$ cat config.mk
export PLATFORM = sky130hd
export DESIGN_NAME = brew_cycle_sequencer
export DESIGN_NICKNAME = d
export VERILOG_FILES = /design/src/rtl/brew_cycle_sequencer.sv
export SDC_FILE = /design/constraint.sdc
export NUM_CORES = 1
export LEC_CHECK = 0
export ABC_AREA = 0
export BUFFER_PORTS_ARGS = -buffer_cell sky130_fd_sc_hd__buf_4
export CAP_MARGIN = 20
export CORE_AREA = 2 2 105 107
export DETAILED_ROUTE_END_ITERATION = 6
export DIE_AREA = 0 0 107 109
export PLACE_DENSITY = 0.59
export SYNTH_ARGS = -nofsm -noshare
export SYNTH_HDL_FRONTEND = slang
export SYNTH_SLANG_ARGS = --single-unit
$ cat constraint.sdc
create_clock -name clk -period 3 [get_ports clk]
set_input_delay 0 -clock clk [delete_from_list [all_inputs] [get_ports clk]]
set_output_delay 0 -clock clk [all_outputs]
set_load 0.1 [all_outputs]
$ cat src/rtl/brew_cycle_sequencer.sv
// Per-drink brew sequencer: preheat, pre-infusion and brew phases on a ms
// timebase, driving the water temperature/pressure controller and the pump.
module brew_cycle_sequencer #(
    parameter int TICK_CYCLES     = 50_000,
    parameter int HEAT_TIMEOUT_MS = 30_000,
    parameter int PREINFUSE_MS    = 2_000,
    parameter int BREW_MS_STD     = 20_000,
    parameter int BREW_MS_LARGE   = 30_000,
    parameter int TEMP_DROP_MS    = 500
) (
    input  logic       clk,
    input  logic       rst,
    input  logic       start,
    input  logic       cancel,
    input  logic       fault_clear,
    input  logic       keep_warm,
    input  logic       extra_hot,
    input  logic       large_size,
    input  logic       temp_ready,
    input  logic       pressure_ready,
    output logic       heating_enable,
    output logic       brewing_active,
    output logic [1:0] target_temp_mode,
    output logic       pump_enable,
    output logic       busy,
    output logic       done,
    output logic       fault,
    output logic [1:0] fault_code,
    output logic [2:0] state_out
);

    typedef enum logic [2:0] {
        IDLE      = 3'd0,
        PREHEAT   = 3'd1,
        PREINFUSE = 3'd2,
        BREW      = 3'd3,
        COMPLETE  = 3'd4,
        FAULT     = 3'd5
    } state_t;

    localparam int PW = (TICK_CYCLES > 1) ? $clog2(TICK_CYCLES) : 1;
    localparam logic [PW-1:0] PRESC_MAX = PW'(TICK_CYCLES - 1);
    localparam logic [15:0] HEAT_LIM   = 16'(HEAT_TIMEOUT_MS);
    localparam logic [15:0] PRE_LIM    = 16'(PREINFUSE_MS);
    localparam logic [15:0] STD_LIM    = 16'(BREW_MS_STD);
    localparam logic [15:0] LARGE_LIM  = 16'(BREW_MS_LARGE);
    localparam logic [15:0] DROP_LIM   = 16'(TEMP_DROP_MS);

    state_t        state;
    state_t        next_state;
    logic [PW-1:0] presc;
    logic [15:0]   ms;
    logic [15:0]   drop;
    logic [15:0]   brew_lim;
    logic          tick;
    logic          extra_q;
    logic          large_q;
    logic          opt_load;
    logic          extra_d;
    logic [1:0]    code_d;
    logic [1:0]    hot_mode;

    logic       heat_d;
    logic       brew_d;
    logic [1:0] mode_d;
    logic       pump_d;
    logic       busy_d;
    logic       done_d;
    logic       fault_d;

    assign tick      = (presc == PRESC_MAX);
    assign brew_lim  = large_q ? LARGE_LIM : STD_LIM;
    assign opt_load  = (state == IDLE) && start && !cancel;
    assign extra_d   = opt_load ? extra_hot : extra_q;
    assign hot_mode  = extra_d ? 2'b10 : 2'b01;
    assign state_out = state;

    always_ff @(posedge clk or posedge rst) begin
        if (rst) begin
            state <= IDLE;
        end else begin
            state <= next_state;
        end
    end

    // Cancel beats pressure loss, which beats temp drop, which beats timers.
    always_comb begin
        next_state = state;
        code_d     = fault_code;
        unique case (state)
            IDLE: begin
                if (start && !cancel) next_state = PREHEAT;
            end
            PREHEAT: begin
                if (cancel) begin
                    next_state = IDLE;
                end else if (temp_ready && pressure_ready) begin
                    next_state = PREINFUSE;
                end else if (ms == HEAT_LIM) begin
                    next_state = FAULT;
                    code_d     = 2'b01;
                end
            end
            PREINFUSE: begin
                if (cancel) begin
                    next_state = IDLE;
                end else if (!pressure_ready) begin
                    next_state = FAULT;
                    code_d     = 2'b10;
                end else if (ms == PRE_LIM) begin
                    next_state = BREW;
                end
            end
            BREW: begin
                if (cancel) begin
                    next_state = IDLE;
                end else if (!pressure_ready) begin
                    next_state = FAULT;
                    code_d     = 2'b10;
                end else if (drop == DROP_LIM) begin
                    next_state = FAULT;
                    code_d     = 2'b11;
                end else if (ms == brew_lim) begin
                    next_state = COMPLETE;
                end
            end
            COMPLETE: begin
                next_state = IDLE;
            end
            FAULT: begin
                if (fault_clear) begin
                    next_state = IDLE;
                    code_d     = 2'b00;
                end
            end
            default: begin
                next_state = IDLE;
                code_d     = 2'b00;
            end
        endcase
    end

    // Outputs follow the state being entered so they change on the same edge.
    always_comb begin
        heat_d  = 1'b0;
        brew_d  = 1'b0;
        mode_d  = 2'b00;
        pump_d  = 1'b0;
        busy_d  = 1'b0;
        done_d  = 1'b0;
        fault_d = 1'b0;
        unique case (next_state)
            IDLE: begin
                heat_d = keep_warm;
            end
            PREHEAT: begin
                heat_d = 1'b1;
                mode_d = hot_mode;
                busy_d = 1'b1;
            end
            PREINFUSE, BREW: begin
                heat_d = 1'b1;
                mode_d = hot_mode;
                pump_d = 1'b1;
                brew_d = 1'b1;
                busy_d = 1'b1;
            end
            COMPLETE: begin
                busy_d = 1'b1;
                done_d = 1'b1;
            end
            FAULT: begin
                fault_d = 1'b1;
            end
            default: begin
                heat_d = 1'b0;
            end
        endcase
    end

    always_ff @(posedge clk or posedge rst) begin
        if (rst) begin
            presc <= '0;
            ms    <= '0;
            drop  <= '0;
        end else if (next_state != state) begin
            presc <= '0;
            ms    <= '0;
            drop  <= '0;
        end else begin
            presc <= tick ? '0 : presc + 1'b1;
            if (tick) ms <= ms + 16'd1;
            if (state != BREW || temp_ready) begin
                drop <= '0;
            end else if (tick) begin
                drop <= drop + 16'd1;
            end
        end
    end

    always_ff @(posedge clk or posedge rst) begin
        if (rst) begin
            extra_q <= 1'b0;
            large_q <= 1'b0;
        end else if (opt_load) begin
            extra_q <= extra_hot;
            large_q <= large_size;
        end
    end

    always_ff @(posedge clk or posedge rst) begin
        if (rst) begin
            heating_enable   <= 1'b0;
            brewing_active   <= 1'b0;
            target_temp_mode <= 2'b00;
            pump_enable      <= 1'b0;
            busy             <= 1'b0;
            done             <= 1'b0;
            fault            <= 1'b0;
            fault_code       <= 2'b00;
        end else begin
            heating_enable   <= heat_d;
            brewing_active   <= brew_d;
            target_temp_mode <= mode_d;
            pump_enable      <= pump_d;
            busy             <= busy_d;
            done             <= done_d;
            fault            <= fault_d;
            fault_code       <= code_d;
        end
    end

endmodule

## Word level (Yosys, flattened, before mapping)

Cells that the tools add are included.
W data, S select, Z words.

- Memory bits (read-only): 0
- Output and inout bits: 13
- Word-level logic and storage cells: 96
- Memories kept: 0
- Latch bits: 0
- Memory bits (writable): 0
- Flip-flop bits (word level): 62

- $lt $le $gt $ge: 0
- Muxes and demuxes: 39
- Eq/ne operators: 25
- Div/mod/pow operators: 0
- $add $sub $neg: 3
- Shift operators: 0
- Multipliers: 0
- Bitwise operators: 1
- Reductions and logical operators: 15

Operator list:

| operator | number |
|---|---|
| $mux W16 | 7 |
| $add A16 B1 Y16 const B | 3 |
| $mux W3 | 12 |
| $mux W2 | 11 |
| $eq A16 B11 Y1 const B | 1 |
| $eq A16 B15 Y1 | 1 |
| $eq A16 B15 Y1 const B | 1 |
| $eq A16 B16 Y1 const B | 1 |
| $eq A16 B9 Y1 const B | 1 |
| $pmux W3 S5 | 1 |
| $mux W14 | 1 |
| $ne A2 B2 Y1 const B | 7 |
| $eq A3 B2 Y1 const B | 4 |
| $eq A3 B3 Y1 const B | 4 |
| $pmux W2 S5 | 1 |
| $reduce_and A9 Y1 | 1 |
| $eq A3 B1 Y1 const B | 2 |
| $logic_not A3 Y1 | 2 |
| $mux W1 | 5 |
| $logic_and A1 B1 Y1 | 4 |
| $reduce_or A2 Y1 | 2 |
| $reduce_or A4 Y1 | 1 |
| $ne A3 B2 Y1 const B | 1 |
| $ne A3 B3 Y1 | 1 |
| other kinds (8) | 8 |

## Logic depth before layout (Yosys ltp)

- Depth in word-level cells: 10
- Depth in mapped cells: 10
- Gate-level depth less buffers: 8

## Worst setup path before layout

Ideal clock, no wire load.

- Kind: register -> register
- From: reg state[1], in the netlist state_out[1]
- To: reg presc[14]
- Path slack: 0.305 ns
- Data arrival time: 2.599 ns
- Buffers on the path: 2
- Cell stages (with the launch flop): 9
- Clock period less this slack: 2.695 ns
- Path through: dfrtp_1 clkbuf_1 nor3b_1 a21oi_1 o31ai_1 a21oi_1 a211o_1 buf_6 nor4_2

- Cells in the longest elaborated chain, start to end: 7
- Elaborated cells between the ends (all ways): 20
- Classes of those cells: eq/ne (5); mux (14); reduce/logical (1)

Ends and longest elaborated chain:

| what | line | RTL |
|---|---|---|
| start, declared | 49 | `state_t state;` |
| start signal, assigned | 82 | `state <= next_state;` |
| $mux W3 | 123 | `end else if (ms == brew_lim) begin` |
| $mux W3 | 120 | `end else if (drop == DROP_LIM) begin` |
| $mux W3 | 117 | `end else if (!pressure_ready) begin` |
| $mux W3 | 115 | `if (cancel) begin` |
| $pmux W3 S5 | 90 | `unique case (state)` |
| $ne A3 B3 Y1 (*) | 186 | `end else if (next_state != state) begin` |
| $mux W16 (*) | 186 |  |
| end signal, assigned | 191 | `presc <= tick ? '0 : presc + 1'b1;` |
| end, declared | 51 | `logic [PW-1:0] presc;` |

Mark *: on every way between the ends. The rest lies on a longest branch, timed or not.
A chain may end at the register's enable or synchronous reset.

## Worst setup path in the final report

- From: reg ms[0]
- To: reg presc[15]

- Cells in the longest elaborated chain, start to end: 8
- Elaborated cells between the ends (all ways): 16
- Classes of those cells: eq/ne (4); mux (12)

Ends and longest elaborated chain:

| what | line | RTL |
|---|---|---|
| start, declared | 52 | `logic [15:0] ms;` |
| start signal, assigned | 192 | `if (tick) ms <= ms + 16'd1;` |
| $eq A16 B15 Y1 | 123 |  |
| $mux W3 | 123 |  |
| $mux W3 | 120 |  |
| $mux W3 | 117 |  |
| $mux W3 | 115 |  |
| $pmux W3 S5 (*) | 90 |  |
| $ne A3 B3 Y1 (*) | 186 |  |
| $mux W16 (*) | 186 |  |

Marks and branches as above.

==> metrics.txt <==
outcome finished clean; Fin Setup TNS 0 ps; routed vias/inst 5.112; met3 Use GR about 3.1%; combinational power share roughly 16%; gr busiest metal met2; PostCTS Resize Cnt 0; FMAX 372.3 MHz; Root Buffer clkbuf_8; Worst setup EP type register; mapped cell area ~3400 um^2; syn_nets ~370; first-pass GRT wire length 12,190 um; die height about 110 um; Post-synth EDFFs 0; Placer Congestion 0.8124; postcts setup bufs 0; RSZ-0062 raised after global routing false; hold slack roughly 120 ps; measured slew at the worst slew-check pin ~600 ps; Area Growth Syn to Fin 17.19%; # H-tree levels 3; number of max-cap violations 0; Distinct cells, synth between 50 and 60; HP Class in2reg; cell type with the largest total area after synthesis dfrtp_1; number of fill cells in the layout 1,063; post-route ant nets 0; Routed Wire Length just over 7000 um; Internal about 1.4 mW; Slew headroom a little over 60%; Power, Total between 2 and 2.5 mW; fin worst setup slack roughly 310 ps; cell breakdown of the critical path inv_1 -> ha_1 -> or4b_1 -> or4_1 -> nor2_1 -> a21oi_1 -> a211o_1 -> buf_4 -> nor4_1; layout cells sized above 1 ~16%; number of hold buffers added after cts 4; Main synth FF type dfrtp_1; CP arrival ~2900 ps; sequential area share after synthesis between 40% and 50%; Leak 1.628 nW; Initial Utilization about a third; Die Span X 107 um; max incr delay on CP between 400 and 500 ps; total gr overflow 0; sw frac a little under 30%; CTS tree done; period utilization between 80% and 90%; met1 global-route usage between 10% and 20%; routed len/inst roughly 14 um; die area 11,660 um^2; Sw Pwr approximately 0.6 mW; critical path class reg2reg; Setup Viol. Count Final 0; list of most frequent post-synthesis cells dfrtp_1 (62), nor2_1 (36), xor2_1 (29); Final Hold Vio Count 0; largest net degree at the start of global routing slightly above 50; crit-path max FO 32; startpoint types register; initial antenna violation count 0; drt drc 0; most frequent cell after synthesis dfrtp_1; Clock Latency Late Sink roughly 340 ps; Initial DRC Count 129; diode count 0; minimum clock period between 2000 and 3000 ps; Core Area 10,600 um^2; Seq pwr share ~44%; CP required around 3200 ps; Yosys reg bits 62; TritonCTS Buffers 9; vias roughly 2.7k; number of port buffers 22; final slew viol count 0; area share of the largest cell type after synthesis 45.64%; GRT Total Usage a little over an eighth; Critical-path top delay cell or4b_1; asr flop ratio synth 100.0%; Pre-antenna DRT Iters 4; Avg Cell Area, Syn just under 10 um^2; ranking of synthesized cells by area dfrtp_1 (46%), xor2_1 (7.5%), nor3_1 (4.1%); Worst Clk Skew 6.777 ps; Clock Pin Slew Worst Setup and Hold Paths ~70 ps; Clock power frac about two fifths; pre-CTS WS 305.2 ps; Max VDD drop between 0.2 and 0.3 mV; yosys warns 0; Cells after Synth between 300 and 400; PD cells approximately 520 nW/um^2; CTS Sinks 62; Final HPWL DP about 4700 um; Post-layout nets between 300 and 400; I/O Pins 23; Longest Clk Path Bufs 2; vias in the first global route roughly 2.6k; GR Layer Usage met2 20.88%; row count 38
-- registers in the layout, indices dropped and copies added, names as in the netlist --
name              count
drop                 16
ms                   16
presc                16
state_out             3
fault_code            2
target_temp_mode      2
busy                  1
done                  1
extra_q               1
fault                 1
heating_enable        1
large_q               1
pump_enable           1
-- logic make-up (layout without fill, tap and decap cells) --
kind of cell | count (synthesis) | after routing | synth area share (%)
fa+ha+maj | 5 | 5 | 1.840
buf+inv | 29 | 57 | 3.791
flops | 62 | 62 | 45.64
mux | 2 | 2 | 0.6624
xor+xnor | 45 | 45 | 11.59
compound gates | 29 | 29 | 5.852
simple gates | 180 | 180 | 30.62
-- power groups by stage --
stage	Clock, mW	Sequential, mW	Combinational [mW]
finish	0.820	0.910	0.327
global route	0.885	0.915	0.354
CTS	0.847	0.910	0.328
detailed placement	0	0.926	0.324
global placement	0	0.924	0.320
floorplan	0	1.01	0.163
-- cells in the final DEF (no fill, tap or decap), drive strengths merged, types with 2 or more instances in the layout --
master	instances
a21o	2
a21oi	5
and2	5
and3	10
and3b	2
and4	3
buf	28
bufinv	2
clkbuf	9
clkinvlp	4
dfrtp	62
dlygate4sd3	4
ha	5
inv	9
mux2	2
nand2	24
nand3	17
nand3b	2
nand4	12
nand4b	5
nor2	36
nor2b	3
nor3	28
nor3b	2
nor4	14
o211ai	3
o21ai	7
or3	4
or4	2
or4b	4
or4bb	2
xnor2	16
xor2	29
-- routing by layer --
| metal | vias to the layer above | wire length (um) |
|---|---|---|
| met5 | - | 0 |
| li1 | 1297 | - |
| met1 | 1302 | 3428 |
| met3 | 11 | 231 |
| met2 | 48 | 3377 |
| met4 | 0 | 108 |
-- worst paths after layout --
kind | endpoint | from | slack, ps | cells after the start
max in group asynchronous | presc[11] | rst | 2140 | 5
worst max-delay path | presc[15] | ms[0] | 310 | 9
worst min register to register | presc[0] | presc[0] | 490 | 1
worst max register to register | presc[15] | ms[0] | 310 | 9
worst min-delay path | pump_enable | pressure_ready | 120 | 3
min in group asynchronous | fault_code[1] | rst | 140 | 3
-- layout make-up --
cell class | instances | area, um^2 | area share, %
multi-input combinational | 261 | 1725 | 43.31
sequential | 62 | 1551 | 38.94
timing repair buffer | 32 | 275.3 | 6.910
tap | 140 | 175.2 | 4.397
clock buffer | 9 | 123.9 | 3.109
clock inverter | 7 | 98.84 | 2.481
inverter | 9 | 33.78 | 0.8480
-- worst max-delay path, delay by kind of cell, from the launching register on --
kind                       cells  cell delay [ps]
AOI/OAI and AO/OA              2              390
adders and majority gates      1              130
buffers and inverters          2              330
DFF                            1              410
and+or+nand+nor                4             1330
-- stage by stage --
step / std cells / utilization (%) / cell area [um^2]
final: 520 / 37.57 / 3984
after detailed placement: 499 / 34.91 / 3701
after CTS: 519 / 37.38 / 3964
after global placement: 499 / 34.91 / 3701
after global routing: 520 / 37.57 / 3984
after floorplan: 352 / - / 3400
No activity file was read; power rests on OpenSTA's default activity.
